==> src/rtl/pn_seq_ctrl.sv <==
`default_nettype none
// ============================================================================
// pn_seq_ctrl
//   Sequencing controller for a variable-length PN (LFSR) generator.
//   Accepts a configuration, loads the generator through its seed path, then
//   steps it a programmed number of times. Each generator output bit is
//   delivered on a valid/ready serial stream.
//   Optional feature macro: PN_PERIOD_DETECT_EN (period measurement).
//   Revision: 1.0
// ============================================================================
module pn_seq_ctrl #(
  parameter int RUN_W = 16
) (
  input  logic             clk,
  input  logic             reset_n,
  input  logic             cfg_valid,
  output logic             cfg_ready,
  input  logic [3:0]       cfg_n,
  input  logic [12:0]      cfg_poly,
  input  logic [7:0]       cfg_seed,
  input  logic [RUN_W-1:0] cfg_run,
  input  logic             abort,
  output logic             gen_reset,
  output logic             gen_next,
  output logic [3:0]       gen_n,
  output logic [12:0]      gen_poly,
  output logic [7:0]       gen_init,
  input  logic [12:0]      gen_seq,
  output logic             bit_out,
  output logic             bit_valid,
  input  logic             bit_ready,
  output logic             busy,
  output logic             done,
  output logic             cfg_err,
  output logic [13:0]      period,
  output logic             period_valid
);

  localparam logic [2:0] S_IDLE    = 3'd0;
  localparam logic [2:0] S_LOAD_HI = 3'd1;
  localparam logic [2:0] S_LOAD_LO = 3'd2;
  localparam logic [2:0] S_EMIT    = 3'd3;
  localparam logic [2:0] S_STEP_HI = 3'd4;
  localparam logic [2:0] S_STEP_LO = 3'd5;
  localparam logic [2:0] S_DONE    = 3'd6;

  logic [2:0]       state_q, state_d;
  logic [RUN_W-1:0] run_q;
  logic [RUN_W-1:0] cnt_q, cnt_d;
  logic [RUN_W-1:0] w_cnt_inc;
  logic [3:0]       gen_n_q;
  logic [12:0]      gen_poly_q;
  logic [7:0]       gen_init_q;
  logic             gen_reset_q, gen_next_q, bit_valid_q;
  logic             busy_q, done_q, cfg_err_q, cfg_ready_q;
  logic             w_accept, w_reject;
  logic [7:0]       w_seed_mask;
  logic             w_cfg_ok;

  // Only the low 8 bits of the length mask matter, since the seed is 8 bits.
  // Lengths of 8 and above wrap the 9-bit shift to an all-ones mask.
  assign w_seed_mask = 8'((9'd1 << cfg_n) - 9'd1);
  assign w_cfg_ok    = (cfg_n >= 4'd2) && (cfg_n <= 4'd13) &&
                       ((cfg_seed & w_seed_mask) != 8'd0);
  assign w_cnt_inc   = cnt_q + RUN_W'(1);

  // Next-state logic; abort overrides every transition.
  always_comb begin
    state_d  = state_q;
    cnt_d    = cnt_q;
    w_accept = 1'b0;
    w_reject = 1'b0;
    case (state_q)
      S_IDLE: begin
        if (cfg_valid) begin
          if (w_cfg_ok) begin
            w_accept = 1'b1;
            cnt_d    = '0;
            state_d  = S_LOAD_HI;
          end else begin
            w_reject = 1'b1;
          end
        end
      end
      S_LOAD_HI: state_d = S_LOAD_LO;
      S_LOAD_LO: state_d = (run_q == '0) ? S_DONE : S_EMIT;
      S_EMIT:    if (bit_ready) state_d = S_STEP_HI;
      S_STEP_HI: state_d = S_STEP_LO;
      S_STEP_LO: begin
        cnt_d   = w_cnt_inc;
        state_d = (w_cnt_inc == run_q) ? S_DONE : S_EMIT;
      end
      S_DONE:    state_d = S_IDLE;
      default:   state_d = S_IDLE;
    endcase
    if (abort) begin
      state_d  = S_IDLE;
      w_accept = 1'b0;
      w_reject = 1'b0;
    end
  end

  // State, counters, latched configuration and registered strobes.
  always_ff @(posedge clk) begin
    if (!reset_n) begin
      state_q     <= S_IDLE;
      cnt_q       <= '0;
      run_q       <= '0;
      gen_n_q     <= '0;
      gen_poly_q  <= '0;
      gen_init_q  <= '0;
      gen_reset_q <= 1'b0;
      gen_next_q  <= 1'b0;
      bit_valid_q <= 1'b0;
      busy_q      <= 1'b0;
      done_q      <= 1'b0;
      cfg_err_q   <= 1'b0;
      cfg_ready_q <= 1'b0;
    end else begin
      state_q <= state_d;
      cnt_q   <= cnt_d;
      if (w_accept) begin
        run_q      <= cfg_run;
        gen_n_q    <= cfg_n;
        gen_poly_q <= cfg_poly;
        gen_init_q <= cfg_seed;
      end
      gen_reset_q <= (state_d == S_LOAD_HI);
      gen_next_q  <= (state_d == S_STEP_HI);
      bit_valid_q <= (state_d == S_EMIT);
      done_q      <= (state_d == S_DONE);
      busy_q      <= (state_d != S_IDLE);
      cfg_ready_q <= (state_d == S_IDLE);
      cfg_err_q   <= w_reject;
    end
  end

  assign cfg_ready = cfg_ready_q;
  assign gen_reset = gen_reset_q;
  assign gen_next  = gen_next_q;
  assign gen_n     = gen_n_q;
  assign gen_poly  = gen_poly_q;
  assign gen_init  = gen_init_q;
  // The generator is not stepped while in EMIT, so gen_seq[0] is stable there.
  assign bit_out   = bit_valid_q & gen_seq[0];
  assign bit_valid = bit_valid_q;
  assign busy      = busy_q;
  assign done      = done_q;
  assign cfg_err   = cfg_err_q;

`ifdef PN_PERIOD_DETECT_EN
  localparam int CW = (RUN_W > 14) ? RUN_W : 14;

  logic          cmp_pend_q;
  logic [13:0]   period_q;
  logic          period_valid_q;
  logic [12:0]   w_gen_mask;
  logic [CW-1:0] w_cnt_ext;
  logic          w_match;

  assign w_gen_mask = 13'((14'd1 << gen_n_q) - 14'd1);
  assign w_cnt_ext  = CW'(cnt_q);
  assign w_match    = ((gen_seq & w_gen_mask) == ({5'd0, gen_init_q} & w_gen_mask));

  // Compare the generator state against the seed one cycle after each step
  // (when the stepped state is settled); latch the first match of the run.
  always_ff @(posedge clk) begin
    if (!reset_n) begin
      cmp_pend_q     <= 1'b0;
      period_q       <= '0;
      period_valid_q <= 1'b0;
    end else if (abort || w_accept) begin
      cmp_pend_q     <= 1'b0;
      period_q       <= '0;
      period_valid_q <= 1'b0;
    end else begin
      cmp_pend_q <= (state_q == S_STEP_LO);
      if (cmp_pend_q && !period_valid_q && w_match) begin
        period_q       <= w_cnt_ext[13:0];
        period_valid_q <= 1'b1;
      end
    end
  end

  assign period       = period_q;
  assign period_valid = period_valid_q;
`else
  logic w_unused_seq;
  assign w_unused_seq = ^gen_seq[12:1];
  assign period       = '0;
  assign period_valid = 1'b0;
`endif

endmodule
`default_nettype wire

==> config.mk <==
export PLATFORM = sky130hd
export DESIGN_NAME = pn_seq_ctrl
export DESIGN_NICKNAME = d
export VERILOG_FILES = /design/src/rtl/pn_seq_ctrl.sv
export SDC_FILE = /design/constraint.sdc
export NUM_CORES = 1
export LEC_CHECK = 0
export BUFFER_PORTS_ARGS = -buffer_cell sky130_fd_sc_hd__buf_2
export CORE_ASPECT_RATIO = 0.6
export CORE_MARGIN = 5
export CORE_UTILIZATION = 45
export CTS_CLUSTER_SIZE = 25
export DETAILED_ROUTE_END_ITERATION = 8
export HOLD_SLACK_MARGIN = 0.15
export PLACE_DENSITY = 0.71
export RECOVER_POWER = 25
export SLEW_MARGIN = 20
export SYNTH_ARGS = -nofsm -noshare
export SYNTH_HDL_FRONTEND = slang
export SYNTH_SLANG_ARGS = --single-unit
==> constraint.sdc <==
create_clock -name clk -period 8.9 [get_ports clk]
set_input_delay 2.67 -clock clk [delete_from_list [all_inputs] [get_ports clk]]
set_output_delay 2.67 -clock clk [all_outputs]
set_load 0.03 [all_outputs]
# After elaboration in Yosys (flattened, before gate mapping)
# Index checks and enable logic that the tools add are counted.
[classes]
add_sub_neg = 2
n_lt_le_gt_ge = 2
eq_ne = 12
n_shift = 1
muxes = 15
bitwise = 5
n_reduce_logical = 10
[ops]
columns = ["operator", "count"]
rows = [
  ["$mux W16", 2],
  ["$pmux W16 S2", 1],
  ["$mux W3", 6],
  ["$pmux W3 S6", 1],
  ["$add A16 B1 Y16 const B", 1],
  ["$eq A16 B16 Y1", 1],
  ["$logic_not A16 Y1", 1],
  ["$eq A3 B3 Y1 const B", 4],
  ["$eq A3 B2 Y1 const B", 3],
  ["$and A8 B8 Y8", 1],
  ["$reduce_bool A8 Y1", 1],
  ["$shl A1 B4 Y8 const A", 1],
  ["$sub A8 B1 Y8 const B", 1],
  ["$eq A3 B1 Y1 const B", 2],
  ["$logic_not A3 Y1", 2],
  ["$mux W1", 5],
  ["$ge A4 B2 Y1 const B", 1],
  ["$le A4 B4 Y1 const B", 1],
  ["$ne A2 B2 Y1 const B", 2],
  ["$reduce_or A4 Y1", 1],
  ["$not A1 Y1", 3],
  ["$reduce_and A3 Y1", 1],
  ["$reduce_bool A3 Y1", 1],
  ["$logic_and A1 B1 Y1", 2],
  ["2 further kinds", 2],
]
[word_totals]
ff_bits = 67
inputBits = 59
out_inout_bits = 48
word_cells = 60

# Longest topological paths before layout
[logic_depth]
depth_word = 10
depth_mapped = 11
mapped_depth_nobuf = 9

# Least setup slack after synthesis
# Ideal clock, no wire load.
[synth_timing]
path_kind = "in2out"
from = "input gen_seq[0]"
to = "output bit_out"
arrival_ps = 2946
required_ps = 6230
slack_ps = 3284
cell_stages = 1
path_buffers = 0
path_cell_list = "and2_1"
[synth_via]
elab_chain_cells = 1
[synth_lines]
columns = ["item", "line", "rtl"]
rows = [
  ["start: declaration", "28", "input logic [12:0] gen_seq,"],
  ["$and A1 B1 Y1", "145", "assign bit_out = bit_valid_q & gen_seq[0];"],
  ["end: declaration", "29", "output logic bit_out,"],
]
# Every way passes these cells.

# Worst setup path after layout
[layout_timing]
from = "input cfg_n[1]"
to = "register run_q[7]"
[layout_via]
elab_chain_cells = 9
word_cells_on_any_way = 12
cone_classes = "1 x add/sub; 2 x order compare; 1 x shift; 4 x mux; 1 x bitwise; 3 x reduce/logical"
[layout_lines]
columns = ["item", "line", "rtl"]
rows = [
  ["start: declaration", "18", "input logic [3:0] cfg_n,"],
  ["$shl A1 B4 Y8", "62", "assign w_seed_mask = 8'((9'd1 << cfg_n) - 9'd1);"],
  ["$sub A8 B1 Y8", "62", ""],
  ["$and A8 B8 Y8", "64", "((cfg_seed & w_seed_mask) != 8'd0);"],
  ["$reduce_bool A8 Y1", "64", ""],
  ["$logic_and A1 B1 Y1 *", "63", "assign w_cfg_ok = (cfg_n >= 4'd2) && (cfg_n <= 4'd13) &&"],
  ["$mux W1 *", "76", "if (w_cfg_ok) begin"],
  ["$mux W1 *", "75", "if (cfg_valid) begin"],
  ["$mux W1 *", "73", "case (state_q)"],
  ["$mux W1 *", "96", "if (abort) begin"],
  ["end signal: assignment", "123", "run_q <= cfg_run;"],
  ["end: declaration", "48", "logic [RUN_W-1:0] run_q;"],
]
# Every way passes the cells marked *; elsewhere a longest branch is shown, timed or not.
# A chain may end at the register's enable or synchronous reset.

==> reports/metrics.cfg <==
[drt]
routed_wl_um=9780
top_layer_used=met4
drc_errors=0
vias_per_cell=5.37
vias=3263
wl_met3_um=976
final_antenna_net_count=0
wl_met1_um=4910
met2_length_um=3820
wl_per_cell_um=16.1
firstDrtPassIters=5
drt_iter0_markers=224

[cells_and_area]
multiInputGateArea_um2=2180
diodes=0
fin_nets=556
layout_commonest_cell=dfxtp_1
syn_to_final_growth_pct=17.7
drive_gt1_share_pct=16.4
fillers=747
register_area_um2=1340
final_cells=608
mostFrequentLayoutCells=dfxtp_1, buf_2, nor2b_1

[clocking]
clkTransAtPathRegs_ns=0.06
postCtsSetupRepairBufs=0
htreeDepth=3
clock_path_buffers=2
clock-sinks=67
hold_buffers=0
cts_tree=built
cts-buffers-inserted=9
root_buffer=clkbuf_16
post_cts_resized=0
clk_latency_ns=0.33

[outcome]
status=completed

[place]
post-dp-hpwl_um=7300
dpl_worst_slack_ns=2.36
dp.cells=592
place.gp.congestion=0.935
numPortBuffers=79

[power]
vdd_drop_max_mv=0.123
pwr-share-comb_pct=13.3
p_sw_w=0.000209
clkPwrFrac_pct=47.0
power.internal_w=0.000596
p_leak_nw=1.67
switching_share_pct=26.0
power_density_nw_per_um2=184
p_seq_share_pct=39.8

[yosys]
yosys_warnings=0
synth.distinct_cells=53
avgSynthCellArea_um2=8.67
synthCells=429
synth_async_sr_flop_share_pct=0
yosysSeqAreaShare_pct=36.1
synth_edf_count=0
syn_area_um2=3720
ys.flop_type=dfxtp_1
ys_ff_latch=67

[timing]
finalMaxSlewViolations=0
timing.final.crit_share_pct=69.8
setup_viol=0
clock-skew-final_ns=0.00531
post-route-min-period_ns=6.21
rsz0062_at_grt=no
slew_headroom_pct=36.1
tightest_slew_ns=0.955
hold_violations=0
fin_ws_ns=2.69
setup_tns_ns=0
fmaxAchievable_mhz=161

[critical_path]
startpoint=cfg_n[1]
crit_end=run_q[7]
start_kind=input port
r2r_slack_ns=6.08
r2r_cells=8
cp-end-kind=flop
reg2reg_to=done
r2r_start=cnt_q[0]
crit_required_ns=9.12
crit_type=in2reg
cp.arrival_ns=6.43
path_max_fanout=26

[global_route]
track_usage_pct=19.3
grt_pass1_wl_um=15600
grt_overflow=0
grt_pass1_vias=3073
grt_start_max_net_pins=61
antenna_found_initial=0

[floorplan]
die_w_um=127
start_util_pct=46.6
die_area_um2=10200
die_y_um=80.4
core_area_um2=7980
design.portCount=107
rows=25

[run]
drv_cap=0

[worst_hold_path]
hold_class=reg2reg

[Yosys cell counts (11+ instances only)]
library cell	count	share of area, %
o21ai_0	20	2.7
nor2_1	24	2.4
mux2i_1	44	12
nand2_1	29	2.9
a21oi_1	11	1.5
nand3_1	14	1.9
dfxtp_1	67	36
xnor2_1	15	3.5
clkbuf_1	15	1.5
nor2b_1	46	7.7
a31oi_1	15	2.5
buf_4	20	4.0
[through the flow]
stage	area (um2)	power, W	utilization, %	hold slack, ns
2_1_floorplan	3770	0.000407	-	0.448
3_3_place_gp	4090	0.000431	51.3	0.464
3_5_place_dp	4090	0.000434	51.3	0.469
4_1_cts	4410	0.000812	55.3	0.485
5_1_grt	4380	0.000836	54.9	0.532
6_report	4380	0.000806	54.9	0.480
[flip-flops by register name, summed over array words and instances (netlist names)]
name and count:
cnt_q 16, bit_valid 1, run_q 16, cfg_ready 1, gen_poly 13, state_q 3
gen_init 8, busy 1, cfg_err 1, gen_n 4, gen_reset 1, done 1
gen_next 1
[worst min path at each step]
stage               cells after the start  startpoint        end
finish                                  1   cnt_q[15]  cnt_q[15]
global route                            1   cnt_q[15]  cnt_q[15]
CTS                                     1   cnt_q[15]  cnt_q[15]
detailed placement                      1   cnt_q[15]  cnt_q[15]
global placement                        1   cnt_q[15]  cnt_q[15]
floorplan                               1   cnt_q[15]  cnt_q[15]
[power groups by stage]
stage          Sequential (W)  Clock (W)  Combinational (W)
3_3_place_gp         0.000326          0           0.000106
4_1_cts              0.000320   0.000384           0.000108
6_report             0.000320   0.000378           0.000107
2_1_floorplan        0.000337          0          0.0000706
3_5_place_dp         0.000326          0           0.000108
5_1_grt              0.000321   0.000397           0.000117
[critical path, cell delays in order]
cell	delay (ns)
buf_2	0.16
or4b_2	0.68
ha_1	0.29
or3_1	0.35
a21oi_1	0.16
and4bb_2	0.27
a31o_2	0.28
nor3_4	0.73
buf_4	0.53
mux2i_1	0.25
nor2b_1	0.07
[cell families after synthesis]
family,Yosys count,synth area share (%)
adders and majority gates,2,0.673
DFF,67,36.1
buffers and inverters,47,6.93
and+or+nand+nor,176,26.9
xor gates and xnor gates,21,4.94
AOI/OAI and AO/OA,70,12.2
muxes,45,12.1
other,1,0.101
[final cells by class]
cell class / count / share of cell area (%)
clock buffer: 9 / 5.14
clock inverter: 7 / 2.09
inverter: 7 / 0.600
multi-input combinational: 329 / 49.8
sequential: 67 / 30.6
tap: 108 / 3.09
timing repair buffer: 81 / 8.66
[layer usage]
metal,vias up,global-route usage [%]
met1,1495,28.7
met5,-,0
met3,13,6.64
li1,1624,-
met4,0,5.35
met2,131,26.0
Power figures use the tool's default switching activity.
